===== src/rtl/kernel_nchan_vop_core.sv =====
// N-channel lane-wise vector add: joins C_NUM_CHANNELS AXI-Stream inputs, sums lanes,
// adds a latched constant (wrapping or unsigned-saturating) through a 2-stage pipeline.
module kernel_nchan_vop_core #(
    parameter int C_DATA_WIDTH      = 512,
    parameter int C_LANE_WIDTH      = 32,
    parameter int C_NUM_CHANNELS    = 2,
    parameter int C_XFER_SIZE_WIDTH = 32
) (
    input  logic                                     aclk,
    input  logic                                     areset,
    input  logic                                     ctrl_start,
    output logic                                     ctrl_done,
    input  logic [C_XFER_SIZE_WIDTH-1:0]             ctrl_xfer_size_in_bytes,
    input  logic [C_LANE_WIDTH-1:0]                  ctrl_constant,
    input  logic                                     ctrl_mode,
    input  logic [C_NUM_CHANNELS-1:0]                s_tvalid,
    output logic [C_NUM_CHANNELS-1:0]                s_tready,
    input  logic [C_NUM_CHANNELS*C_DATA_WIDTH-1:0]   s_tdata,
    output logic                                     m_tvalid,
    input  logic                                     m_tready,
    output logic [C_DATA_WIDTH-1:0]                  m_tdata,
    output logic                                     m_tlast
);

    localparam int LANES      = C_DATA_WIDTH / C_LANE_WIDTH;
    localparam int SUM_W      = C_LANE_WIDTH + $clog2(C_NUM_CHANNELS) + 1;
    localparam int BEAT_BYTES = C_DATA_WIDTH / 8;
    localparam int CNT_W      = C_XFER_SIZE_WIDTH;

    typedef enum logic [1:0] {
        S_IDLE  = 2'd0,
        S_RUN   = 2'd1,
        S_DRAIN = 2'd2,
        S_DONE  = 2'd3
    } state_t;

    state_t                    state_q, state_d;
    logic [CNT_W-1:0]          in_rem_q, in_rem_d;
    logic [C_LANE_WIDTH-1:0]   const_q, const_d;
    logic                      mode_q, mode_d;
    logic                      done_q;

    logic [LANES*SUM_W-1:0]    s1_sum_q, s1_sum_d;
    logic                      s1_valid_q, s1_last_q;
    logic [C_DATA_WIDTH-1:0]   s2_data_q, s2_data_d;
    logic                      s2_valid_q, s2_last_q;
    logic [SUM_W-1:0]          lane_sum_s [LANES];

    logic                      adv_s;
    logic                      accept_s;
    logic                      out_last_hs_s;
    logic [CNT_W:0]            size_ext_s;
    logic [CNT_W:0]            beats_ext_s;

    // Widened ceiling division so a byte count near the top of the range cannot wrap.
    assign size_ext_s  = {1'b0, ctrl_xfer_size_in_bytes} + (CNT_W+1)'(BEAT_BYTES - 1);
    assign beats_ext_s = size_ext_s / (CNT_W+1)'(BEAT_BYTES);

    assign adv_s         = !s2_valid_q || m_tready;
    assign accept_s      = !areset && (state_q == S_RUN) && (in_rem_q != {CNT_W{1'b0}})
                           && (&s_tvalid) && adv_s;
    assign out_last_hs_s = s2_valid_q && m_tready && s2_last_q;

    assign s_tready  = {C_NUM_CHANNELS{accept_s}};
    assign m_tvalid  = s2_valid_q;
    assign m_tdata   = s2_data_q;
    assign m_tlast   = s2_valid_q && s2_last_q;
    assign ctrl_done = done_q;

    // Next-state logic: latches the job on start and tracks remaining input beats.
    always_comb begin
        state_d  = state_q;
        in_rem_d = in_rem_q;
        const_d  = const_q;
        mode_d   = mode_q;
        case (state_q)
            S_IDLE: begin
                if (ctrl_start) begin
                    state_d  = S_RUN;
                    in_rem_d = beats_ext_s[CNT_W-1:0];
                    const_d  = ctrl_constant;
                    mode_d   = ctrl_mode;
                end else begin
                    state_d  = S_IDLE;
                end
            end
            S_RUN: begin
                if (out_last_hs_s || (in_rem_q == {CNT_W{1'b0}})) begin
                    state_d = S_DONE;
                end else if (accept_s) begin
                    in_rem_d = in_rem_q - CNT_W'(1);
                    if (in_rem_q == CNT_W'(1)) begin
                        state_d = S_DRAIN;
                    end else begin
                        state_d = S_RUN;
                    end
                end else begin
                    state_d = S_RUN;
                end
            end
            S_DRAIN: begin
                if (out_last_hs_s) begin
                    state_d = S_DONE;
                end else begin
                    state_d = S_DRAIN;
                end
            end
            S_DONE: begin
                state_d = S_IDLE;
            end
            default: begin
                state_d = S_IDLE;
            end
        endcase
    end

    // Control registers; ctrl_done is registered off the next-state decode.
    always_ff @(posedge aclk) begin
        if (areset) begin
            state_q  <= S_IDLE;
            in_rem_q <= {CNT_W{1'b0}};
            const_q  <= {C_LANE_WIDTH{1'b0}};
            mode_q   <= 1'b0;
            done_q   <= 1'b0;
        end else begin
            state_q  <= state_d;
            in_rem_q <= in_rem_d;
            const_q  <= const_d;
            mode_q   <= mode_d;
            done_q   <= (state_d == S_DONE);
        end
    end

    // Stage-1 combinational: per-lane sum across all channels, widened so it never overflows.
    always_comb begin
        s1_sum_d = {(LANES*SUM_W){1'b0}};
        for (int l = 0; l < LANES; l++) begin
            for (int c = 0; c < C_NUM_CHANNELS; c++) begin
                s1_sum_d[l*SUM_W +: SUM_W] = s1_sum_d[l*SUM_W +: SUM_W]
                    + SUM_W'(s_tdata[c*C_DATA_WIDTH + l*C_LANE_WIDTH +: C_LANE_WIDTH]);
            end
        end
    end

    // Stage-2 combinational: add constant, then wrap or clamp to lane width.
    always_comb begin
        s2_data_d = {C_DATA_WIDTH{1'b0}};
        for (int l = 0; l < LANES; l++) begin
            lane_sum_s[l] = s1_sum_q[l*SUM_W +: SUM_W] + SUM_W'(const_q);
            if (mode_q && (lane_sum_s[l][SUM_W-1:C_LANE_WIDTH] != {(SUM_W-C_LANE_WIDTH){1'b0}})) begin
                s2_data_d[l*C_LANE_WIDTH +: C_LANE_WIDTH] = {C_LANE_WIDTH{1'b1}};
            end else begin
                s2_data_d[l*C_LANE_WIDTH +: C_LANE_WIDTH] = lane_sum_s[l][C_LANE_WIDTH-1:0];
            end
        end
    end

    // Pipeline registers; both stages move together only when the output can advance.
    always_ff @(posedge aclk) begin
        if (areset) begin
            s1_valid_q <= 1'b0;
            s1_last_q  <= 1'b0;
            s1_sum_q   <= {(LANES*SUM_W){1'b0}};
            s2_valid_q <= 1'b0;
            s2_last_q  <= 1'b0;
            s2_data_q  <= {C_DATA_WIDTH{1'b0}};
        end else if (adv_s) begin
            s1_valid_q <= accept_s;
            s1_last_q  <= accept_s && (in_rem_q == CNT_W'(1));
            s1_sum_q   <= s1_sum_d;
            s2_valid_q <= s1_valid_q;
            s2_last_q  <= s1_last_q;
            s2_data_q  <= s2_data_d;
        end
    end

endmodule

===== config.mk =====
export PLATFORM = sky130hd
export DESIGN_NAME = kernel_nchan_vop_core
export DESIGN_NICKNAME = d
export VERILOG_FILES = /design/src/rtl/kernel_nchan_vop_core.sv
export SDC_FILE = /design/constraint.sdc
export NUM_CORES = 2
export LEC_CHECK = 0
export BUFFER_PORTS_ARGS = -buffer_cell sky130_fd_sc_hd__buf_2
export CAP_MARGIN = 0
export CORE_AREA = 2 2 637 639
export DETAILED_ROUTE_END_ITERATION = 12
export DIE_AREA = 0 0 639 641
export PLACE_DENSITY = 0.36
export SLEW_MARGIN = 25
export SYNTH_ARGS = -nofsm -noshare
export SYNTH_HDL_FRONTEND = slang
export SYNTH_SLANG_ARGS = --single-unit

===== constraint.sdc =====
create_clock -name aclk -period 4 [get_ports aclk]
set_input_delay 0.2 -clock aclk [delete_from_list [all_inputs] [get_ports aclk]]
set_output_delay 0.2 -clock aclk [all_outputs]
set_load 0.05 [all_outputs]

### Word-level counts from Yosys, hierarchy flattened

Index checks and enable logic that the tools add are counted.

| cells by class | value |
|---|---|
| equality and inequality tests | 8 |
| reduce and logical (&&, ||, !) cells | 51 |
| muxes and demuxes | 26 |
| add/sub/neg operators | 34 |

Operator list:

| cell | number |
|---|---|
| 2-to-1 mux 32 bit | 19 |
| adder 34 x 32 -> 34 bit | 16 |
| adder 32 x 32 -> 33 bit | 16 |
| one-hot mux 32 bit (2 select lines) | 1 |
| nonzero test 2 bit | 17 |
| adder 32 x 6 -> 33 bit, second input constant | 1 |
| == test 32 x 1 -> 1 bit, second input constant | 1 |
| logical NOT 32 bit | 1 |
| nonzero test 32 bit | 1 |
| subtractor 32 x 1 -> 32 bit, second input constant | 1 |
| logical AND 1 bit | 24 |
| one-hot mux 2 bit (4 select lines) | 1 |
| == test 2 bit, second input constant | 3 |
| 2-to-1 mux 2 bit | 3 |
| != test 2 bit, second input constant | 3 |
| AND reduction 2 bit | 2 |
| AND reduction 4 bit | 1 |
| == test 2 x 1 -> 1 bit, second input constant | 1 |
| logical NOT 1 bit | 2 |
| logical NOT 2 bit | 1 |
| logical OR 1 bit | 2 |
| 2-to-1 mux 1 bit | 2 |

| storage, ports and cells | value |
|---|---|
| flip-flop bits (word level) | 1128 |
| logic and storage cells | 130 |
| bits of input ports | 1095 |
| output and inout port bits | 517 |

### Depth between registers and ports, before layout

| logic depth | value |
|---|---|
| word-level depth | 9 |
| gate-level depth with buffers | 15 |
| gate-level depth less buffers | 13 |

### Least setup slack after synthesis

OpenSTA, ideal clock, no wires.

| path | value |
|---|---|
| path type | register -> register |
| from | reg const_q[1] |
| to | reg s2_data_q[351], in the netlist m_tdata[351] |
| period minus slack after synthesis | 4.269 ns |
| required time | 3.866 ns |
| path buffers | 1 |
| cell stages (with the launch flop) | 14 |
| library setup time | 0.134 ns |
| data arrival time | 4.135 ns |
| path slack | -0.269 ns |
| cell sequence | dfxtp_1 ha_1 a211o_1 a2111oi_1 o31ai_1 a31oi_1 nand3b_1 o41ai_1 and2_1 o32ai_1 a21oi_1 o31ai_2 buf_2 a211oi_1 |

| between the ends | value |
|---|---|
| cells in the longest elaborated chain, start to end | 4 |

Ends and longest elaborated chain:

| element | RTL line | text |
|---|---|---|
| from (decl) | 39 | `logic [C_LANE_WIDTH-1:0] const_q, const_d;` |
| from (signal assigned) | 122 | `const_q <= {C_LANE_WIDTH{1'b0}};` |
| from (signal assigned) | 128 | `const_q <= const_d;` |
| adder 34 x 32 -> 34 bit (*) | 149 | `lane_sum_s[l] = s1_sum_q[l*SUM_W +: SUM_W] + SUM_W'(const_q);` |
| nonzero test 2 bit | 150 | `if (mode_q && (lane_sum_s[l][SUM_W-1:C_LANE_WIDTH] != {(SUM_W-C_LANE_WIDTH){1'b0}})) begin` |
| logical AND 1 bit | 150 |  |
| 2-to-1 mux 32 bit (*) | 150 |  |
| to (signal assigned) | 166 | `s2_data_q <= {C_DATA_WIDTH{1'b0}};` |
| to (signal assigned) | 173 | `s2_data_q <= s2_data_d;` |
| to (decl) | 45 | `logic [C_DATA_WIDTH-1:0] s2_data_q, s2_data_d;` |

Every way passes the cells marked *; elsewhere a longest branch is shown, timed or not.
A chain may end at the register's enable or synchronous reset.

### Worst setup path in the final report

| path | value |
|---|---|
| from | in s_tdata[512] |
| to | reg s1_sum_q[32] |

| between the ends | value |
|---|---|
| cells in the longest elaborated chain, start to end | 1 |

Ends and longest elaborated chain:

| element | RTL line | text |
|---|---|---|
| from (decl) | 18 | `input logic [C_NUM_CHANNELS*C_DATA_WIDTH-1:0] s_tdata,` |
| adder 32 x 32 -> 33 bit | 140 | `+ SUM_W'(s_tdata[c*C_DATA_WIDTH + l*C_LANE_WIDTH +: C_LANE_WIDTH]);` |
| to (signal assigned) | 163 | `s1_sum_q <= {(LANES*SUM_W){1'b0}};` |
| to (signal assigned) | 170 | `s1_sum_q <= s1_sum_d;` |
| to (decl) | 43 | `logic [LANES*SUM_W-1:0] s1_sum_q, s1_sum_d;` |

Every way passes these cells.

==> impl_metrics.env <==
export IMPL_r2r_start="const_q[0]"
export IMPL_die_x_um=639
export IMPL_overflow=0
export IMPL_clk_latency_ps=900
export IMPL_drtIter0Drc=5889
export IMPL_die_y_um=641
export IMPL_synthTopCellsByArea="dfxtp_1 (26%), ha_1 (15%), a21oi_1 (6.9%)"
export IMPL_clock_root_buffer="clkbuf_16"
export IMPL_netlist_area_mm2=0.0860
export IMPL_seq_area_frac_synth_pct=25.9
export IMPL_place_inst=17800
export IMPL_yosysTopAreaCellShare_pct=25.9
export IMPL_critPathCaptureType="flop"
export IMPL_p_clk_share_pct=30.4
export IMPL_grt_use_total_pct=23.8
export IMPL_internal_power_mw=28.7
export IMPL_vdd_ir_drop_max_mv=0.297
export IMPL_vias=94500
export IMPL_ys_ff_latch=1112
export IMPL_path_max_fanout=3
export IMPL_cts_tree="done"
export IMPL_period_share_pct=98.6
export IMPL_crit_path_end="s1_sum_q[32]"
export IMPL_worst_hold_path_type="in -> reg"
export IMPL_status="complete, no violations"
export IMPL_critPathRequiredTime_ps=4760
export IMPL_drive_gt1_share_pct=18.4
export IMPL_worst_r2r_setup_slack_ps=130
export IMPL_nets=16100
export IMPL_routedWlPerCell_um=26.3
export IMPL_dp_hpwl_um=416000
export IMPL_drt_drc_violations_left=0
export IMPL_detail_route_antenna_nets=0
export IMPL_worst_slack_ps=55.4
export IMPL_critPathKind="in -> reg"
export IMPL_grt_max_degree=143
export IMPL_synth_avg_cell_area_um2=7.86
export IMPL_first_pass_iters=6
export IMPL_critPathLaunchType="input pin"
export IMPL_cts_made_buffers=160
export IMPL_yosysUniqueCellTypes=89
export IMPL_io_buffer_count=1611
export IMPL_synth_cells=10900
export IMPL_clkSinkCount=1112
export IMPL_fin_util_pct=30.5
export IMPL_reg2reg_depth=15
export IMPL_cp_arrival_ps=4700
export IMPL_grt_pass1_wl_um=703000
export IMPL_power_switching_share_pct=40.5
export IMPL_worstMarginPinSlew_ps=1000
export IMPL_ys_warn_count=0
export IMPL_pin_count=1612
export IMPL_p_sw_mw=19.5
export IMPL_syn_to_final_growth_pct=42.5
export IMPL_fmax_mhz=254
export IMPL_timing_max_cap_violations=0
export IMPL_die_area_mm2=0.410
export IMPL_slew_headroom_pct=33.2
export IMPL_min_period_ps=3940
export IMPL_async_flop_share_pct=0
export IMPL_grt_pass1_vias=93000
export IMPL_routed_wl_um=512000
export IMPL_synth_most_common_cell="a21oi_1"
export IMPL_powerDensity_mw_per_mm2=394
export IMPL_rsz0062_at_grt="yes"
export IMPL_skew_ps=68.4
export IMPL_comb_power_share_pct=40.4
export IMPL_clk_pin_slew_ps=60
export IMPL_post_place_ws_ps=-381
export IMPL_timing_rr_end="m_tdata[158]"
export IMPL_power_leakage_nw=56.9
export IMPL_start_util_pct=21.4
export IMPL_rows=233
export IMPL_cts_buffer_depth=4
export IMPL_hold_viol=0
export IMPL_post_drt_via_cell_ratio=4.86
export IMPL_syn_nets=13100
export IMPL_gp_congestion=0.951
export IMPL_synth_commonest_cells="a21oi_1 (1,185), nand2_1 (1,169), dfxtp_1 (1,112), nor2_1 (1,084), ha_1 (1,027)"
export IMPL_power_frac_seq_pct=29.2
export IMPL_whs_ps=42.7
export IMPL_antenna_found_initial=149
export IMPL_yosys_area_top_type="dfxtp_1"
export IMPL_h_tree_depth=4
export IMPL_synth_edf_count=0
export IMPL_setup_viol=0
export IMPL_startpoint="s_tdata[512]"
export IMPL_slew_violations=0
export IMPL_coreArea_mm2=0.402
export IMPL_final_cells=19400
export IMPL_ys_flop_type="dfxtp_1"
==> worst max-delay path: stages <==
cell,delay [ps]
dlygate4sd3_1,530
buf_2,120
ha_1,200
fa_1,410
a21o_1,170
a21oi_1,230
o21bai_1,140
a31o_2,290
a21oi_1,220
o21a_1,270
o31ai_1,200
a311oi_2,400
o21ai_0,240
a2111oi_2,390
nor4_1,90
dlygate4sd3_1,590
==> flip-flops by register name (all words and copies together) (netlist names) <==
| signal | count |
|---|---|
| m_tdata | 512 |
| ctrl_done | 1 |
| s1_sum_q | 528 |
| s1_last_q | 1 |
| mode_q | 1 |
| m_tvalid | 1 |
| in_rem_q | 32 |
| state_q | 2 |
| s1_valid_q | 1 |
| s2_last_q | 1 |
| const_q | 32 |
==> how the worst min path moves through the flow <==
| stage | startpoint | to | slack, ps | cells past startpoint |
|---|---|---|---|---|
| after floorplan | ctrl_constant[1] | const_q[1] | 330 | 2 |
| after global placement | s2_last_q | s2_last_q | 440 | 2 |
| after detailed placement | ctrl_constant[10] | const_q[10] | 450 | 3 |
| after CTS | s_tdata[274] | s1_sum_q[291] | 0.1 | 6 |
| after global routing | s_tdata[412] | s1_sum_q[436] | 30 | 4 |
| final | s_tdata[349] | s1_sum_q[369] | 40 | 4 |
==> placed cells by master, fill, tap and decap left out, drive strengths merged, types with 470 or more instances in the layout <==
cell type / instances
a211oi: 543
a21o: 547
a21oi: 1186
buf: 2050
dfxtp: 1112
dlygate4sd3: 1257
ha: 1027
nand2: 1169
nor2: 1084
o21ai: 624
xnor2: 470
==> power by group through the flow <==
stage / clock network [mW] / registers (mW) / logic [mW]
2_1_floorplan: 0 / 16.3 / 8.38
5_1_grt: 15.5 / 14.2 / 20.9
3_3_place_gp: 0 / 14.3 / 17.6
3_5_place_dp: 0 / 14.3 / 17.4
4_1_cts: 15.1 / 14.1 / 19.4
6_report: 14.7 / 14.1 / 19.5
==> metal layers <==
layer  part of all wire (%)  up-vias  global-route usage [%]  wire length [um]
met4                    5.0       46                    10.2             25600
met3                    5.1      703                    4.01             26100
li1                       -    46300                       -                 -
met5                  0.058        -                       0               295
met2                     48     2497                    41.2            245000
met1                     42    45000                    28.8            215000
==> logic make-up after synthesis <==
family | share of synthesized area (%)
AO/OA/AOI/OAI | 28.6
AND/OR/NAND/NOR | 17.6
flip-flops | 25.9
adder cells (fa/ha/maj) | 15.7
XOR/XNOR | 9.11
buffers and inverters | 2.95
multiplexers | 0.140
==> stage by stage <==
step	setup TNS (ps)	power [mW]	instance area, um2
5_1_grt	-256	50.6	122000
4_1_cts	0	48.6	121000
6_report	0	48.2	122000
3_3_place_gp	-18850	31.9	103000
2_1_floorplan	0	24.7	86000
3_5_place_dp	-21300	31.7	103000
==> timing repair <==
item	in CTS	in global routing
pin swaps	6	55
buffers inserted	6	19
hold endpoints to repair	583	0
endpoints found under the setup margin	237	478
cloned	1	8
resized for setup	19	184
hold buffers	1257	0
==> layout make-up <==
cell class / count / area [um2]
clock buffers: 225 / 4610
well taps: 5287 / 6620
inverters: 217 / 815
repair buffers: 3313 / 25100
multi-input cells: 9164 / 62100
diodes: 72 / 180
clock inverters: 59 / 622
flip-flops and latches: 1112 / 22400
fillers: 43900 / 280000
Power figures use the tool's default switching activity.
